## src/rtl/alu_control_mc.sv

```systemverilog
// Execute-stage ALU control: decodes aluop/funct into a registered select code
// and sequences multi-cycle MULT/DIV with a ready/busy handshake.
module alu_control_mc #(
  parameter int unsigned SEL_W      = 4,
  parameter int unsigned MUL_CYCLES = 4,
  parameter int unsigned DIV_CYCLES = 8,
  parameter int unsigned CNT_W      = 4
) (
  input  logic             clk,
  input  logic             rst_n,
  input  logic             valid_in,
  output logic             ready,
  input  logic [1:0]       aluop,
  input  logic [5:0]       funct,
  input  logic             flush,
  output logic [SEL_W-1:0] select,
  output logic             valid_out,
  output logic             busy,
  output logic             hilo_we,
  output logic             illegal
);

  localparam int unsigned CODE_W = 4;

  localparam logic [CODE_W-1:0] SEL_AND  = 4'h0;
  localparam logic [CODE_W-1:0] SEL_OR   = 4'h1;
  localparam logic [CODE_W-1:0] SEL_ADD  = 4'h2;
  localparam logic [CODE_W-1:0] SEL_XOR  = 4'h3;
  localparam logic [CODE_W-1:0] SEL_SUB  = 4'h6;
  localparam logic [CODE_W-1:0] SEL_SLT  = 4'h7;
  localparam logic [CODE_W-1:0] SEL_SLL  = 4'h8;
  localparam logic [CODE_W-1:0] SEL_SRL  = 4'h9;
  localparam logic [CODE_W-1:0] SEL_MULT = 4'hA;
  localparam logic [CODE_W-1:0] SEL_DIV  = 4'hB;
  localparam logic [CODE_W-1:0] SEL_NOR  = 4'hC;
  localparam logic [CODE_W-1:0] SEL_MFHI = 4'hD;
  localparam logic [CODE_W-1:0] SEL_MFLO = 4'hE;

  localparam logic [CNT_W-1:0] MUL_LOAD = CNT_W'(MUL_CYCLES - 1);
  localparam logic [CNT_W-1:0] DIV_LOAD = CNT_W'(DIV_CYCLES - 1);

  typedef enum logic [1:0] {
    ST_IDLE = 2'd0,
    ST_MUL  = 2'd1,
    ST_DIV  = 2'd2
  } state_e;

  state_e             state_q, state_d;
  logic [CNT_W-1:0]   cnt_q, cnt_d;
  logic [SEL_W-1:0]   select_q, select_d;
  logic               valid_q, valid_d;
  logic               hilo_q, hilo_d;
  logic               illegal_q, illegal_d;

  logic [CODE_W-1:0]  dec_code;
  logic               dec_illegal;
  logic               dec_mul;
  logic               dec_div;

  // Pure decode of the presented op.
  always_comb begin
    dec_code    = SEL_ADD;
    dec_illegal = 1'b0;
    dec_mul     = 1'b0;
    dec_div     = 1'b0;
    unique case (aluop)
      2'b00: dec_code = SEL_ADD;
      2'b01: dec_code = SEL_SUB;
      2'b10: begin
        unique case (funct)
          6'b100000: dec_code = SEL_ADD;
          6'b100010: dec_code = SEL_SUB;
          6'b100100: dec_code = SEL_AND;
          6'b100101: dec_code = SEL_OR;
          6'b100110: dec_code = SEL_XOR;
          6'b100111: dec_code = SEL_NOR;
          6'b101010: dec_code = SEL_SLT;
          6'b000000: dec_code = SEL_SLL;
          6'b000010: dec_code = SEL_SRL;
          6'b011000: begin
            dec_code = SEL_MULT;
            dec_mul  = 1'b1;
          end
          6'b011010: begin
            dec_code = SEL_DIV;
            dec_div  = 1'b1;
          end
          6'b010000: dec_code = SEL_MFHI;
          6'b010010: dec_code = SEL_MFLO;
          default: begin
            dec_code    = SEL_ADD;
            dec_illegal = 1'b1;
          end
        endcase
      end
      default: begin
        dec_code    = SEL_ADD;
        dec_illegal = 1'b1;
      end
    endcase
  end

  // Next-state and registered-output logic. The counter is loaded with
  // N-1 at accept and completion fires on the edge it reads zero, so the
  // block stays busy for exactly N cycles and completes N edges after accept.
  always_comb begin
    state_d   = state_q;
    cnt_d     = cnt_q;
    select_d  = select_q;
    valid_d   = 1'b0;
    hilo_d    = 1'b0;
    illegal_d = 1'b0;
    if (flush) begin
      state_d = ST_IDLE;
      cnt_d   = '0;
    end else begin
      unique case (state_q)
        ST_IDLE: begin
          if (valid_in) begin
            select_d = SEL_W'(dec_code);
            if (dec_mul) begin
              state_d = ST_MUL;
              cnt_d   = MUL_LOAD;
            end else if (dec_div) begin
              state_d = ST_DIV;
              cnt_d   = DIV_LOAD;
            end else begin
              valid_d   = 1'b1;
              illegal_d = dec_illegal;
            end
          end
        end
        ST_MUL, ST_DIV: begin
          if (cnt_q == '0) begin
            state_d = ST_IDLE;
            valid_d = 1'b1;
            hilo_d  = 1'b1;
          end else begin
            cnt_d = cnt_q - CNT_W'(1);
          end
        end
        default: begin
          state_d = ST_IDLE;
          cnt_d   = '0;
        end
      endcase
    end
  end

  always_ff @(posedge clk or negedge rst_n) begin
    if (!rst_n) begin
      state_q   <= ST_IDLE;
      cnt_q     <= '0;
      select_q  <= '0;
      valid_q   <= 1'b0;
      hilo_q    <= 1'b0;
      illegal_q <= 1'b0;
    end else begin
      state_q   <= state_d;
      cnt_q     <= cnt_d;
      select_q  <= select_d;
      valid_q   <= valid_d;
      hilo_q    <= hilo_d;
      illegal_q <= illegal_d;
    end
  end

  // Handshake status is a direct decode of the state register.
  assign busy      = (state_q != ST_IDLE);
  assign ready     = (state_q == ST_IDLE);
  assign select    = select_q;
  assign valid_out = valid_q;
  assign hilo_we   = hilo_q;
  assign illegal   = illegal_q;

endmodule

```

## config.mk

```make
export PLATFORM = sky130hd
export DESIGN_NAME = alu_control_mc
export DESIGN_NICKNAME = d
export VERILOG_FILES = /design/src/rtl/alu_control_mc.sv
export SDC_FILE = /design/constraint.sdc
export NUM_CORES = 1
export LEC_CHECK = 0
export ABC_AREA = 1
export BUFFER_PORTS_ARGS = -buffer_cell sky130_fd_sc_hd__buf_4
export CORE_MARGIN = 2
export CORE_UTILIZATION = 40
export CTS_CLUSTER_SIZE = 14
export DETAILED_ROUTE_END_ITERATION = 8
export HOLD_SLACK_MARGIN = 0.06
export PLACE_DENSITY = 0.75
export SYNTH_ARGS = -nofsm -noshare
export SYNTH_HDL_FRONTEND = slang
export SYNTH_SLANG_ARGS = --single-unit
```

## constraint.sdc

```tcl
create_clock -name clk -period 1.6 [get_ports clk]
set_clock_uncertainty 0.2 [all_clocks]
set_input_delay 0.24 -clock clk [delete_from_list [all_inputs] [get_ports clk]]
set_output_delay 0.24 -clock clk [all_outputs]
set_load 0.1 [all_outputs]
```

; ---- Yosys cells after proc, flatten, opt, wreduce, memory -nomap -nowiden
; Cells that the tools add are included.
[op_classes]
addsub = 1
n_eq_ne = 20
muxes = 33
n_bitwise = 1
n_reduce_logical = 11
[op_table]
columns = cell, n
row1 = case mux 4 bit (12 select lines), 1
row2 = "== test 6 bit, second input constant", 7
row3 = "== test 6 x 5 -> 1 bit, second input constant", 4
row4 = two-way mux 4 bit, 5
row5 = two-way mux 1 bit, 17
row6 = case mux 4 bit (2 select lines), 2
row7 = OR reduction 13 bit, 1
row8 = two-way mux 2 bit, 5
row9 = AND reduction 3 bit, 3
row10 = "== test 6 x 2 -> 1 bit, second input constant", 1
row11 = zero test 6 bit, 1
row12 = "inequality test 3 bit, second input constant", 2
row13 = "== test 2 x 1 -> 1 bit, second input constant", 2
row14 = "== test 2 bit, second input constant", 2
row15 = zero test 2 bit, 2
row16 = zero test 4 bit, 1
row17 = "inequality test 4 x 1 -> 1 bit, second input constant", 1
row18 = case mux 1 bit (2 select lines), 2
row19 = case mux 2 bit (2 select lines), 1
row20 = OR reduction 2 bit, 2
row21 = "subtractor 4 x 1 -> 4 bit, second input constant", 1
row22 = "inequality test 3 x 2 -> 1 bit, second input constant", 1
row23 = nonzero test 2 bit, 1
row24 = NOT 1 bit, 1
[totals]
register_bits = 13
inputBits = 12
output_inout_bits = 9
elab_cells = 72

; ---- Depth between registers and ports, before layout
[depth]
word_depth = 9
mapped_depth = 11

; ---- Least setup slack after synthesis
; No wires, ideal clock.
[synth_timing]
kind = register -> register
from = register state_q[0]
to = register cnt_q[0]
setup_time_ps = 122
t_arrival_ps = 2562
required_time_ps = 1278
slack_ps = -1284
stages_incl_launch_ff = 11
path_buffers = 0
synth_period_minus_slack_ps = 2884
cell_sequence = dfrtp_1 > inv_1 > ha_1 > inv_2 > nor2_4 > inv_2 > or2_4 > nand2_4 > nor2_8 > nand3_1 > o21ai_1
[synth_between]
word_cells_on_any_way = 10
classes_between = eq/ne: 5 / mux: 2 / reduce/logical: 3
[synth_rtl]
columns = element, line
row1 = from (decl), 48  ; state_e state_q, state_d;
row2 = from (signal assigned), 159  ; state_q <= state_d;
row3 = zero test 2 bit (*), -
row4 = named net ready, 12  ; output logic ready,
row5 = "inequality test 4 x 1 -> 1 bit (no source line), or another cell as far along", -
row6 = AND reduction 3 bit (no source line) or two-way mux 4 bit (tied branches), -
row7 = to (signal assigned), 160  ; cnt_q <= cnt_d;
row8 = to (decl), 49  ; logic [CNT_W-1:0] cnt_q, cnt_d;
; The timed path passes the listed nets; every way through them passes the cells marked *.
; A chain may end at the register's enable or synchronous reset.

; ---- Worst setup path after layout
[layout_timing]
from = register state_q[0]
to = output port busy
[layout_between]
elab_chain_len = 1
[layout_rtl]
columns = element, line
row1 = nonzero test 2 bit, 169  ; assign busy = (state_q != ST_IDLE);
row2 = to (decl), 18  ; output logic busy,
; Every way passes these cells.

==> impl_results.md <==
- Synth Area in Adders: 8.47%
- Antenna violations before repair: 0
- Top Ports: 21
- Synth Area in XOR/XNOR: 0.847%
- Final setup vio count: 8
- Worst-skew pair later-pin latency: 0.28 ns
- Slew Viols, Final: 0
- # DRC: 0
- Placed cells: 206
- Syn nets: 162
- Worst Path Arrival: 1.26 ns
- CTS tree: done
- HP Start: flush
- Syn avg cell area: 7.23 sq um
- Final Power: 2.09 mW
- Port-buffer cells: 20
- Core ar.: 0.00245 sq mm
- Number of global-route vias before repair: 1033
- CP Class: reg -> out
- Compound-Gate Fraction of Synth Area: 12.5%
- Critical Path RT: 1.16 ns
- Fraction of layout instances using a drive strength above 1: 40.1%
- Total grt overflow: 0
- Syn Std Cell Area: 0.00103 sq mm
- Router iterations before antenna repair: 4
- Clock Path Buffers: 2
- YS warnings: 0
- Most common cell after layout, fill and taps aside: buf_4
- Max-Cap Viols: 0
- Initial Utilization: 42.1%
- HP Class: in -> reg
- Die area: 0.00301 sq mm
- CTS Sinks: 13
- Cell area power density: 1400 mW/mm^2
- Drt wl/cell: 11.6 um
- Register-to-Register Setup Slack: -0.10 ns
- Post-route cell area: 0.00149 sq mm
- Status: finished with violations
- Chip height: 54.8 um
- Non-Filler Instances: 217
- DIE WIDTH: 54.8 um
- Num rows: 18
- Post-synthesis sequential area ratio: 31.5%
- Crit. End Element: primary output
- Post-synthesis mux area share: 0%
- Layout Nets: 207
- P_leak: 0.773 nW
- Commonest cells after routing, fill and taps aside: buf_4 (34), nand2_1 (31), nor2_1 (14), inv_1 (13), dfrtp_1 (13)
- Vias: 1094
- Synth Area in Simple Gates: 38.4%
- Ratio of final minimum period to clock period: 107%
- FF+latch count, synth: 13
- Worst setup SP type: flip-flop
- Ant diodes: 0
- Unrepaired setup endpoints after global routing: true
- Final GP Congestion: 0.853
- Hold_ws: 0.0678 ns
- DRT Wirelength: 2.53 mm
- Largest net degree at the start of global routing: 14
- Tot GR Track Use: 20.0%
- TritonCTS Buffers: 3
- Placed instance area: 0.00136 sq mm
- Antenna Violating Nets Remaining: 0
- Global-route wire length before repair: 4.24 mm
- H-Tree Level Count: 1
- Area grow syn2layout: 44.2%
- Largest family of logic cells by synthesized area: simple AND/OR/NAND/NOR gates
- Via density: 5.04
- Yosys cell types: 27
- Tmin final: 1.70 ns
- Critical-path maximum fanout: 3
- Slew @ Worst Pin: 0.337 ns
- Final worst slack: -0.104 ns
- Reg2reg start: state_q[0]
- Fillcell total: 217
- Clk pin slew, worst setup/hold paths: 0.08 ns
- Maximum clock rate: 0.587 GHz
- Violated checks: negative setup slack
- Hpwl dp: 2.06 mm
- Drt initial violations: 13
- Worst VDD drop: 0.972 mV
- Final Hold Vio Count: 0
- Mapped Cells: 143
- Pre-CTS setup slack: -0.0863 ns
- Slew Limit Headroom: 77.5%
- Clock Tree Root: clkbuf_4
- CP startpoint: state_q[0]
final cells by class:
type,instances,area (sq um),area share (%)
multi-input combinational,107,664,44.6
sequential,13,325,21.8
tap,30,37.5,2.52
timing repair buffer,40,338,22.7
inverter,23,98.8,6.63
clock buffer,4,26.3,1.76
cell usage after synthesis:
cell type	count	area, sq um
nor2_2	6	37.5
nand2_1	33	124
xnor2_1	1	8.76
a21oi_2	1	8.76
dfrtp_1	13	325
o21a_1	1	7.51
nand2_2	1	6.26
o21ai_0	8	40.0
a22oi_1	1	7.51
inv_2	7	26.3
nor2_8	1	20.0
nor2_4	2	22.5
or2_4	1	8.76
a21oi_1	3	15.0
nor2_1	16	60.1
ha_1	7	87.6
a31oi_1	1	6.26
nand4_1	3	18.8
nand4_4	1	21.3
o21ai_1	4	20.0
nand2_4	1	11.3
inv_1	16	60.1
o211ai_1	1	7.51
or2_1	1	6.26
a21oi_4	1	16.3
nor3_1	3	15.0
nand3_1	9	45.0
timing repair:
action | CTS | global route
endpoints found under the hold margin | 14 | 0
setup endpoints to repair | 12 | 12
gates resized for setup | 12 | 2
pin swaps | 7 | 2
hold buffers | 2 | 0
setup buffers | 2 | 3
worst paths after layout:
kind | end | depth (start not counted)
max | busy | 5
min | state_q[1] | 4
max reg2reg | cnt_q[3] | 9
min reg2reg | select[3] | 2
max in group asynchronous | cnt_q[0] | 2
min in group asynchronous | hilo_we | 2
through the flow:
stage / util (%) / setup TNS [ns]
2_1_floorplan: - / -3.32
3_3_place_gp: 55.4 / -0.115
3_5_place_dp: 55.4 / -0.514
4_1_cts: 59.7 / -0.764
5_1_grt: 60.7 / -1.47
6_report: 60.7 / -0.659
per-layer routing:
layer | vias up | GRT usage (%) | part of all wire (%)
li1 | 550 | - | -
met1 | 512 | 24.1 | 40
met2 | 26 | 33.3 | 53
met3 | 6 | 5.19 | 5.4
met4 | 0 | 8.75 | 1.9
met5 | - | 0 | 0
sequential cells by signal (all words and copies together) (netlist names):
name and cells:
valid_out 1, state_q 2, illegal 1, cnt_q 4, hilo_we 1, select 4
critical path: stages, from the launching register on:
cell     delay [ns]
dfrtp_1        0.41
inv_2          0.08
ha_4           0.18
inv_12         0.04
buf_6          0.12
buf_12         0.16
logic make-up (layout without fill, tap and decap cells):
kind of cell | Yosys count | after routing
XOR/XNOR | 1 | 1
AO/OA/AOI/OAI | 21 | 21
flip-flops | 13 | 13
AND/OR/NAND/NOR | 78 | 78
adder cells (fa/ha/maj) | 7 | 7
buffers and inverters | 23 | 67
report_power, final:
group          leakage [nW]  internal [mW]  switching [mW]  total (mW)
Clock                0.0150         0.0969           0.112       0.209
Combinational         0.588          0.531           0.875        1.41
Sequential            0.170          0.410          0.0615       0.472
Total                 0.773           1.04            1.05        2.09
Power figures use the tool's default switching activity.
